`config.mk`:
```
export PLATFORM = sky130hd
export DESIGN_NAME = wca_strobe_sched
export DESIGN_NICKNAME = d
export VERILOG_FILES = /design/src/rtl/wca_strobe_sched_pkg.sv /design/src/rtl/wca_rr_arb4.sv /design/src/rtl/wca_strobe_sched.sv
export SDC_FILE = /design/constraint.sdc
export NUM_CORES = 1
export LEC_CHECK = 0
export ABC_AREA = 1
export ABC_CLOCK_PERIOD_IN_PS = 3960
export CORE_AREA = 8 8 192 158
export CTS_CLUSTER_SIZE = 12
export DETAILED_ROUTE_END_ITERATION = 8
export DIE_AREA = 0 0 200 166
export PLACE_DENSITY = 0.74
export SLEW_MARGIN = 15
export SYNTH_ARGS = -nofsm -noshare
export SYNTH_HDL_FRONTEND = slang
export SYNTH_SLANG_ARGS = --single-unit
```
`constraint.sdc`:
```
create_clock -name clock -period 3.96 [get_ports clock]
set_clock_uncertainty 0.2 [all_clocks]
set_input_delay 0.792 -clock clock [delete_from_list [all_inputs] [get_ports clock]]
set_output_delay 0.792 -clock clock [all_outputs]
set_load 0.02 [all_outputs]
```
`src/rtl/wca_strobe_sched_pkg.sv`:
```
// Shared constants and types for the strobe scheduler.
// Channel count, rate width, channel index and rate types.
package wca_strobe_sched_pkg;

  localparam int WCA_NCHAN = 4;
  localparam int WCA_WIDTH = 24;

  typedef logic [1:0]           chan_idx_t;
  typedef logic [WCA_WIDTH-1:0] rate_t;

endpackage

```
`src/rtl/wca_rr_arb4.sv`:
```
// Combinational round-robin picker over four requests.
// Picks the first request at or after ptr_i, circularly.
module wca_rr_arb4
  import wca_strobe_sched_pkg::*;
(
  input  logic [WCA_NCHAN-1:0] req_i,
  input  chan_idx_t            ptr_i,
  output logic [WCA_NCHAN-1:0] gnt_o,
  output chan_idx_t            idx_o,
  output logic                 any_o
);

  logic [WCA_NCHAN-1:0] rot;
  chan_idx_t            off;

  // rotate so ptr sits at bit 0, find lowest set bit, map back
  always_comb begin
    rot = '0;
    off = '0;
    for (int k = 0; k < WCA_NCHAN; k++) begin
      rot[k] = req_i[chan_idx_t'(ptr_i + chan_idx_t'(k))];
    end
    for (int k = WCA_NCHAN - 1; k >= 0; k--) begin
      if (rot[k]) off = chan_idx_t'(k);
    end
    any_o = |req_i;
    idx_o = any_o ? chan_idx_t'(ptr_i + off) : '0;
    gnt_o = any_o ? (WCA_NCHAN'(1) << idx_o) : '0;
  end

endmodule

```
`src/rtl/wca_strobe_sched.sv`:
```
// Four-channel strobe scheduler sharing one datapath.
// Per-channel rate counters feed a round-robin grant.
module wca_strobe_sched
  import wca_strobe_sched_pkg::*;
#(
  parameter int NCHAN = WCA_NCHAN,
  parameter int WIDTH = WCA_WIDTH
) (
  input  logic             clock,
  input  logic             reset,
  input  logic             strobe_in,
  input  logic             cfg_wr,
  input  logic [1:0]       cfg_sel,
  input  logic [WIDTH-1:0] cfg_rate,
  input  logic             cfg_en,
  input  logic             dp_ready,
  input  logic [NCHAN-1:0] overrun_clr,
  output logic [NCHAN-1:0] grant,
  output logic             grant_valid,
  output logic [1:0]       grant_id,
  output logic [NCHAN-1:0] pending,
  output logic [NCHAN-1:0] overrun
);

  localparam int NCH = WCA_NCHAN;

  logic [NCH-1:0] en_q, en_d;
  logic [NCH-1:0] pend_q, pend_d;
  logic [NCH-1:0] ovr_q, ovr_d;
  logic [NCH-1:0] grant_q, grant_d;
  chan_idx_t      gid_q, gid_d;
  chan_idx_t      rr_q, rr_d;
  rate_t          shadow_q [NCH];
  rate_t          shadow_d [NCH];
  rate_t          active_q [NCH];
  rate_t          active_d [NCH];
  rate_t          cnt_q [NCH];
  rate_t          cnt_d [NCH];

  logic [NCH-1:0] tick;
  logic [NCH-1:0] pick;
  logic [NCH-1:0] take;
  chan_idx_t      pick_idx;
  logic           pick_any;

  wca_rr_arb4 u_arb (
    .req_i (pend_q),
    .ptr_i (rr_q),
    .gnt_o (pick),
    .idx_o (pick_idx),
    .any_o (pick_any)
  );

  // grant issue and round-robin pointer advance
  always_comb begin
    take    = dp_ready ? pick : '0;
    grant_d = take;
    gid_d   = '0;
    rr_d    = rr_q;
    if (dp_ready && pick_any) begin
      gid_d = pick_idx;
      rr_d  = chan_idx_t'(pick_idx + 2'd1);
    end
  end

  // per-channel config, rate counter, pending and overrun
  always_comb begin
    en_d   = en_q;
    pend_d = pend_q;
    ovr_d  = ovr_q;
    tick   = '0;
    for (int i = 0; i < NCH; i++) begin
      shadow_d[i] = shadow_q[i];
      active_d[i] = active_q[i];
      cnt_d[i]    = cnt_q[i];
      if (cfg_wr && cfg_sel == chan_idx_t'(i)) begin
        shadow_d[i] = cfg_rate;
        en_d[i]     = cfg_en;
      end
      if (!en_q[i]) begin
        cnt_d[i]    = '0;
        active_d[i] = shadow_q[i];
      end else if (strobe_in) begin
        if (cnt_q[i] == active_q[i]) begin
          cnt_d[i]    = '0;
          active_d[i] = shadow_q[i];
          tick[i]     = 1'b1;
        end else begin
          cnt_d[i] = cnt_q[i] + 1'b1;
        end
      end
      if (!en_q[i]) pend_d[i] = 1'b0;
      else if (tick[i]) pend_d[i] = 1'b1;
      else if (take[i]) pend_d[i] = 1'b0;
      if (tick[i] && pend_q[i] && !take[i]) ovr_d[i] = 1'b1;
      else if (overrun_clr[i]) ovr_d[i] = 1'b0;
    end
  end

  // control state registers
  always_ff @(posedge clock or negedge reset) begin
    if (!reset) begin
      en_q    <= '0;
      pend_q  <= '0;
      ovr_q   <= '0;
      grant_q <= '0;
      gid_q   <= '0;
      rr_q    <= '0;
    end else begin
      en_q    <= en_d;
      pend_q  <= pend_d;
      ovr_q   <= ovr_d;
      grant_q <= grant_d;
      gid_q   <= gid_d;
      rr_q    <= rr_d;
    end
  end

  // per-channel rate and counter registers
  always_ff @(posedge clock or negedge reset) begin
    if (!reset) begin
      for (int i = 0; i < NCH; i++) begin
        shadow_q[i] <= '0;
        active_q[i] <= '0;
        cnt_q[i]    <= '0;
      end
    end else begin
      for (int i = 0; i < NCH; i++) begin
        shadow_q[i] <= shadow_d[i];
        active_q[i] <= active_d[i];
        cnt_q[i]    <= cnt_d[i];
      end
    end
  end

  assign grant       = grant_q;
  assign grant_valid = |grant_q;
  assign grant_id    = gid_q;
  assign pending     = pend_q;
  assign overrun     = ovr_q;

endmodule
```
## Word level (Yosys, flattened, before mapping)

Cells that the tools add are included.

- $add $sub $neg: 9
- $lt $le $gt $ge: 4
- Equality and inequality tests: 19
- Shift-type cells: 1
- Muxes and demuxes: 72
- Reduce and logical (&&, ||, !) cells: 28

Operators by type and width:

| kind | number |
|---|---|
| 24-bit 2-to-1 mux | 24 |
| 24-bit by 1-bit adder with 24-bit output, second input constant | 4 |
| 24-bit equality test | 4 |
| 1-bit 2-to-1 mux | 36 |
| 1-bit logical AND | 13 |
| 2-bit by 3-bit less-than comparator with 1-bit output, second input constant | 4 |
| 2-bit 2-to-1 mux | 6 |
| 3-bit by 1-bit != test with 1-bit output, second input constant | 4 |
| 1-bit binary-select mux with 2-bit select | 4 |
| 4-bit 2-to-1 mux | 2 |
| 2-bit by 1-bit != test with 1-bit output, second input constant | 4 |
| 2-bit != test, second input constant | 4 |
| 2-bit AND reduction | 4 |
| 2-bit nonzero test | 4 |
| 4-bit OR reduction | 2 |
| 2-bit by 1-bit adder with 2-bit output, second input constant | 2 |
| 2-bit adder, second input constant | 2 |
| 2-bit equality test, second input constant | 2 |
| 1-bit logical NOT | 4 |
| 1-bit by 2-bit left shift with 4-bit output, first input constant | 1 |
| 2-bit adder | 1 |
| 2-bit by 1-bit equality test with 1-bit output, second input constant | 1 |
| 2-bit logical NOT | 1 |

- Register bits: 308
- Bits of input ports: 36
- Output and inout port bits: 15
- Word-level logic and storage cells: 160

## Logic depth before layout (Yosys ltp)

- Depth after elaboration: 15
- Depth in mapped cells: 21
- Depth with buffers taken out: 21

## Cells and area by module

Synthesis repeated with hierarchy kept, for this count alone.

- Cells, all modules: 2239
- Area total of the unflattened synthesis: 16420.7 um2

Modules (own cells, without submodules):

| module | times used | cells an instance | area each (um2) | sequential area each (um2) |
|---|---|---|---|---|
| wca_strobe_sched | 1 | 2174 | 16087.9 | 7707.4 |
| wca_rr_arb4 | 1 | 65 | 332.8 | 0.0 |

## Worst setup path before layout

Ideal clock, no wire load.

- Kind: flip-flop to flip-flop
- Start point: register rr_q[0]
- End point: register ovr_q[1] (netlist: overrun[1])
- Setup time: 0.083 ns
- Arrival: 2.407 ns
- Data required time: 3.677 ns
- Setup slack: 1.271 ns
- Stages on the path, launching flop included: 18
- Path buffers: 1
- Clock period less this slack: 2.689 ns
- Cells stage by stage: dfrtp_1 buf_2 xnor2_1 nand2_1 o21ai_0 inv_1 a21oi_1 nor2_1 ha_1 xnor2_1 nand3_1 nand2_1 nand2_1 ha_1 inv_1 o21ai_0 or2_2 o22ai_1

- Longest elaborated chain between the ends: 15
- Elaborated cells between the ends (all ways): 24
- Those cells by class: add/sub: 4; shift: 1; mux: 16; reduce/logical: 3

Ends and longest elaborated chain:

| item | RTL line | RTL |
|---|---|---|
| from (decl) | wca_strobe_sched.sv:32 | `chan_idx_t rr_q, rr_d;` |
| from (signal assigned) | wca_strobe_sched.sv:115 | `rr_q <= rr_d;` |
| 2-bit adder | wca_rr_arb4.sv:21 | `rot[k] = req_i[chan_idx_t'(ptr_i + chan_idx_t'(k))];` |
| 1-bit binary-select mux with 2-bit select | wca_rr_arb4.sv:21 |  |
| 1-bit 2-to-1 mux (not written as such) | wca_rr_arb4.sv:21 |  |
| 2-bit 2-to-1 mux (4 in series) | wca_rr_arb4.sv:24 | `if (rot[k]) off = chan_idx_t'(k);` |
| 2-bit adder (*) | wca_rr_arb4.sv:27 | `idx_o = any_o ? chan_idx_t'(ptr_i + off) : '0;` |
| 2-bit 2-to-1 mux (*) | wca_rr_arb4.sv:27 |  |
| 1-bit by 2-bit left shift with 4-bit output (*) | wca_rr_arb4.sv:28 | `gnt_o = any_o ? (WCA_NCHAN'(1) << idx_o) : '0;` |
| 4-bit 2-to-1 mux (*) | wca_rr_arb4.sv:28 |  |
| 4-bit 2-to-1 mux (*) | wca_strobe_sched.sv:56 | `take = dp_ready ? pick : '0;` |
| 1-bit logical NOT (*) | wca_strobe_sched.sv:95 | `if (tick[i] && pend_q[i] && !take[i]) ovr_d[i] = 1'b1;` |
| 1-bit logical AND (*) | wca_strobe_sched.sv:95 |  |
| 1-bit 2-to-1 mux / 2-bit nonzero test (equally long branches) | - |  |
| to (signal assigned) | wca_strobe_sched.sv:112 | `ovr_q <= ovr_d;` |
| to (decl) | wca_strobe_sched.sv:29 | `logic [NCH-1:0] ovr_q, ovr_d;` |

Mark *: on every way between the ends. The rest lies on a longest branch, timed or not. The select of a mux whose other input is x is not followed.
A chain may end at the register's enable or synchronous reset.

## Worst setup path in the final report

- Start point: register rr_q[0]
- End point: register pend_q[3] (netlist: pending[3])

- Longest elaborated chain between the ends: 13
- Elaborated cells between the ends (all ways): 21
- Those cells by class: add/sub: 4; eq/ne: 1; shift: 1; mux: 15

Ends and longest elaborated chain:

| item | RTL line | RTL |
|---|---|---|
| 2-bit adder | wca_rr_arb4.sv:21 |  |
| 1-bit binary-select mux with 2-bit select | wca_rr_arb4.sv:21 |  |
| 1-bit 2-to-1 mux (not written as such) | wca_rr_arb4.sv:21 |  |
| 2-bit 2-to-1 mux (4 in series) | wca_rr_arb4.sv:24 |  |
| 2-bit adder (*) | wca_rr_arb4.sv:27 |  |
| 2-bit 2-to-1 mux (*) | wca_rr_arb4.sv:27 |  |
| 1-bit by 2-bit left shift with 4-bit output (*) | wca_rr_arb4.sv:28 |  |
| 4-bit 2-to-1 mux (*) | wca_rr_arb4.sv:28 |  |
| 4-bit 2-to-1 mux (*) | wca_strobe_sched.sv:56 |  |
| 3-bit by 1-bit != test with 1-bit output (no source line) (*) | - |  |
| to (signal assigned) | wca_strobe_sched.sv:111 | `pend_q <= pend_d;` |
| to (decl) | wca_strobe_sched.sv:28 | `logic [NCH-1:0] pend_q, pend_d;` |

Marked as above.

==> metrics.md <==
| Metric | Value |
|---|---|
| Proportion of layout cells with a drive suffix above 1 | 5.45% |
| Clock Pin Slew Worst Setup and Hold Paths | 0.06 ns |
| Share of synthesized area occupied by flip-flops and latches | 48.2% |
| Dominant cells by area after synthesis | sky130_fd_sc_hd__dfrtp_1 48%, sky130_fd_sc_hd__nand2_1 17%, sky130_fd_sc_hd__nand3_1 5.9% |
| Path class of the lowest-slack min-delay path | in2async |
| Proportion of power drawn by the clock network | 33.1% |
| Max cap viols | 0 |
| Endpoint of the worst setup timing path | pending[3] |
| Start-to-end type of the worst setup path | reg2reg |
| Number of buffer cells added on primary ports | 50 |
| Number of cells on the worst reg-to-reg path | 16 |
| Worst rel slew slack | between 30% and 40% |
| HPWL reported at the end of detailed placement | 27500 um |
| Switching power | 2.49 mW |
| Area Growth Syn to Fin | 10.4% |
| Capture point of the worst reg-to-reg path | pending[3] |
| Post-placement cell count | 2506 |
| Final critical-path share of the clock period | 84.4% |
| Average routed wire per standard cell | approximately 15 um |
| Count of TritonRoute iterations in the first routing pass | 8 |
| Seq pwr share | about half |
| Number of buffers between clock root and the deepest sink | 3 |
| Cell-internal power | roughly 5.6 mW |
| Largest net degree at the start of global routing | 117 |
| Required time worst endpoint | between 4 and 5 ns |
| Floorplan die area | approximately 33000 um^2 |
| Worst supply voltage drop on vdd | 0.000359 V |
| Via-to-Cell Ratio | around 5.4 |
| Worst setup slack after placement | 0.126 ns |
| Critical Path Fanout Max | 11 |
| Row count | 55 |
| Clock Latency Late Sink | about 0.57 ns |
| Setup repair after global routing missed its margin | no |
| CTS Hold Buffers Added | 0 |
| Net total in the final layout | between 2000 and 2500 |
| Status | completed |
| Clock buffer count from CTS | 31 |
| Internal reg-to-reg setup slack | 0.62 ns |
| Launching instance or port of the critical path | rr_q[0] |
| Number of global-route vias before repair | 12904 |
| Total number of yosys warnings | 0 |
| Async set-reset flop share out of synthesis | 100% |
| Global-route wire length before repair | 66200 um |
| Post-CTS setup buffers | 0 |
| Number of sinks driven by the clock tree | roughly 310 |
| Main synth FF type | sky130_fd_sc_hd__dfrtp_1 |
| IO Pins | 51 |
| Initial drt markers | 1095 |
| Total GRT Usage | 24.3% |
| Net switching fraction of the power | between 30% and 40% |
| Number of flops mapped to enable cells by yosys | 0 |
| Via count | 13671 |
| Number of antenna violations at the first check in global routing | 1 |
| Commonest cells post-synth | 738 x sky130_fd_sc_hd__nand2_1, 308 x sky130_fd_sc_hd__dfrtp_1, 235 x sky130_fd_sc_hd__inv_1, 195 x sky130_fd_sc_hd__nor2_1, 187 x sky130_fd_sc_hd__nand3_1 |
| Startpoint type of the worst setup path | register |
| Post-layout min period | 3.34 ns |
| Area of the core | 27500 um^2 |
| Die boundary height | 166 um |
| Post-route worst setup slack | slightly above 0.6 ns |
| Setup TNS | 0 ns |
| Count of final setup violators | 0 |
| Final Non-Filler Cells | between 2000 and 3000 |
| Leakage power of the design | ~9.0 nW |
| Slew Viols, Final | 0 |
| Cells after Synth | roughly 2100 |
| CTS H-tree lvls | 1 |
| Hold violation total from the final report | 0 |
| Synth Cell Area | ~16000 um^2 |
| Number of resized instances in the post-cts repair step | 0 |
| Initial core utilization | 58.3% |
| Yosys top cell by area | sky130_fd_sc_hd__dfrtp_1 |
| Avg Synthesized Cell Area | about 7.5 um^2 |
| R2R Path Start | rr_q[0] |
| Number of diodes added for antenna fixing | 0 |
| Post-Route WL | 39600 um |
| Count of cell types in the netlist | 37 |
| Combinational share of power | 17.9% |
| Power density normalized to cell area | roughly 460 nW/um^2 |
| Root buf cell | sky130_fd_sc_hd__clkbuf_16 |
| Die width | 200 um |
| Critical Path End Type | register |
| FMAX | between 0.2 and 0.3 GHz |
| Syn nets | 2187 |
| Yosys top cell area share | 48.2% |
| Slew at the pin with the worst max-slew slack | 0.937 ns |
| Data arrival time of the critical path | 3.52 ns |
| Grt total ovfl | 0 |
| DRC violations left | 0 |
| Final weighted congestion in routability-driven placement | 0.889 |
| Cell with the most instances after synthesis | sky130_fd_sc_hd__nand2_1 |
| WHS | roughly 0.070 ns |
| Number of nets still failing antenna checks after routing | 0 |
| Flip-flop and latch count after synthesis | 308 |
| TritonCTS clock tree | done |
==> power by group through the flow <==
stage | clock, mW | combinational (mW) | sequential, mW
2_1_floorplan | 0 | 1.13 | 3.89
3_5_place_dp | 0 | 1.45 | 4.02
3_3_place_gp | 0 | 1.40 | 4.01
6_report | 2.68 | 1.45 | 3.97
4_1_cts | 2.72 | 1.46 | 3.97
5_1_grt | 2.84 | 1.69 | 4.03
==> worst max-delay path, stage by stage (launching register included) <==
cell,delay (ns)
sky130_fd_sc_hd__dfrtp_1,0.48
sky130_fd_sc_hd__xnor2_1,0.30
sky130_fd_sc_hd__nand2_1,0.07
sky130_fd_sc_hd__o21ai_0,0.10
sky130_fd_sc_hd__inv_1,0.06
sky130_fd_sc_hd__a21oi_1,0.12
sky130_fd_sc_hd__nor2_1,0.06
sky130_fd_sc_hd__ha_1,0.20
sky130_fd_sc_hd__xnor2_1,0.21
sky130_fd_sc_hd__nand3_1,0.11
sky130_fd_sc_hd__nand2_1,0.09
sky130_fd_sc_hd__nand2_1,0.10
sky130_fd_sc_hd__inv_1,0.10
sky130_fd_sc_hd__ha_1,0.14
sky130_fd_sc_hd__inv_1,0.05
sky130_fd_sc_hd__o21ai_0,0.48
sky130_fd_sc_hd__o21ai_0,0.29
==> cells by family (layout without fill, tap and decap cells) <==
logic type      after synthesis  count (layout)  share of synthesized area [%]
simple gates               1228            1228                           32.5
fa+ha+maj                     9               9                          0.704
compound gates              186             186                           5.94
mux                           2               2                          0.133
flops                       308             308                           48.2
xor+xnor                     71              71                           3.89
buf+inv                     338             380                           8.60
==> state kept, by name, summed over array words and instances (netlist names) <==
register,count
grant_id,2
rr_q,2
overrun,4
shadow_q,96
cnt_q,96
active_q,96
en_q,4
pending,4
grant,4
==> cell type report <==
cell class	count	area [um^2]
Clock inverter	5	28.8
Tap cell	370	463
Fill cell	2437	9800
Inverter	260	976
Sequential cell	308	7710
Timing Repair Buffer	72	708
Multi-Input combinational cell	1496	6910
Clock buffer	43	861
==> routing by layer <==
| metal | global-route usage, % | vias up | share of wire, % |
|---|---|---|---|
| met5 | 0 | - | 0 |
| met2 | 35.2 | 407 | 43 |
| met4 | 6.23 | 0 | 2.6 |
| met3 | 4.01 | 73 | 6.9 |
| met1 | 37.1 | 6441 | 47 |
| li1 | - | 6750 | - |
==> how the worst min path moves through the flow <==
stage	startpoint	end	depth (start not counted)
after global placement	overrun[2]	overrun[2]	2
after floorplan	shadow_q[0]	shadow_q[0]	2
after CTS	reset	cnt_q[59]	1
after global routing	reset	cnt_q[57]	1
after detailed placement	overrun[2]	overrun[2]	2
final	reset	cnt_q[57]	1
==> cells in the final DEF (no fill, tap or decap), types with 24 or more instances in the layout <==
cell / count
sky130_fd_sc_hd__a21oi_1: 54
sky130_fd_sc_hd__nand2_1: 738
sky130_fd_sc_hd__clkbuf_16: 31
sky130_fd_sc_hd__nor2_1: 195
sky130_fd_sc_hd__inv_1: 235
sky130_fd_sc_hd__nand3_1: 187
sky130_fd_sc_hd__inv_2: 24
sky130_fd_sc_hd__xor2_1: 64
sky130_fd_sc_hd__dfrtp_1: 308
sky130_fd_sc_hd__nand4_1: 48
sky130_fd_sc_hd__clkdlybuf4s50_1: 49
sky130_fd_sc_hd__o21ai_0: 123
==> per-stage QoR <==
step / power (mW) / area [um^2] / util [%]
2_1_floorplan: 5.02 / 16000 / -
3_3_place_gp: 5.41 / 16800 / 61.1
3_5_place_dp: 5.47 / 16800 / 61.1
4_1_cts: 8.15 / 17700 / 64.3
5_1_grt: 8.56 / 17700 / 64.3
6_report: 8.10 / 17700 / 64.3
(Power assumes the default switching activity.)
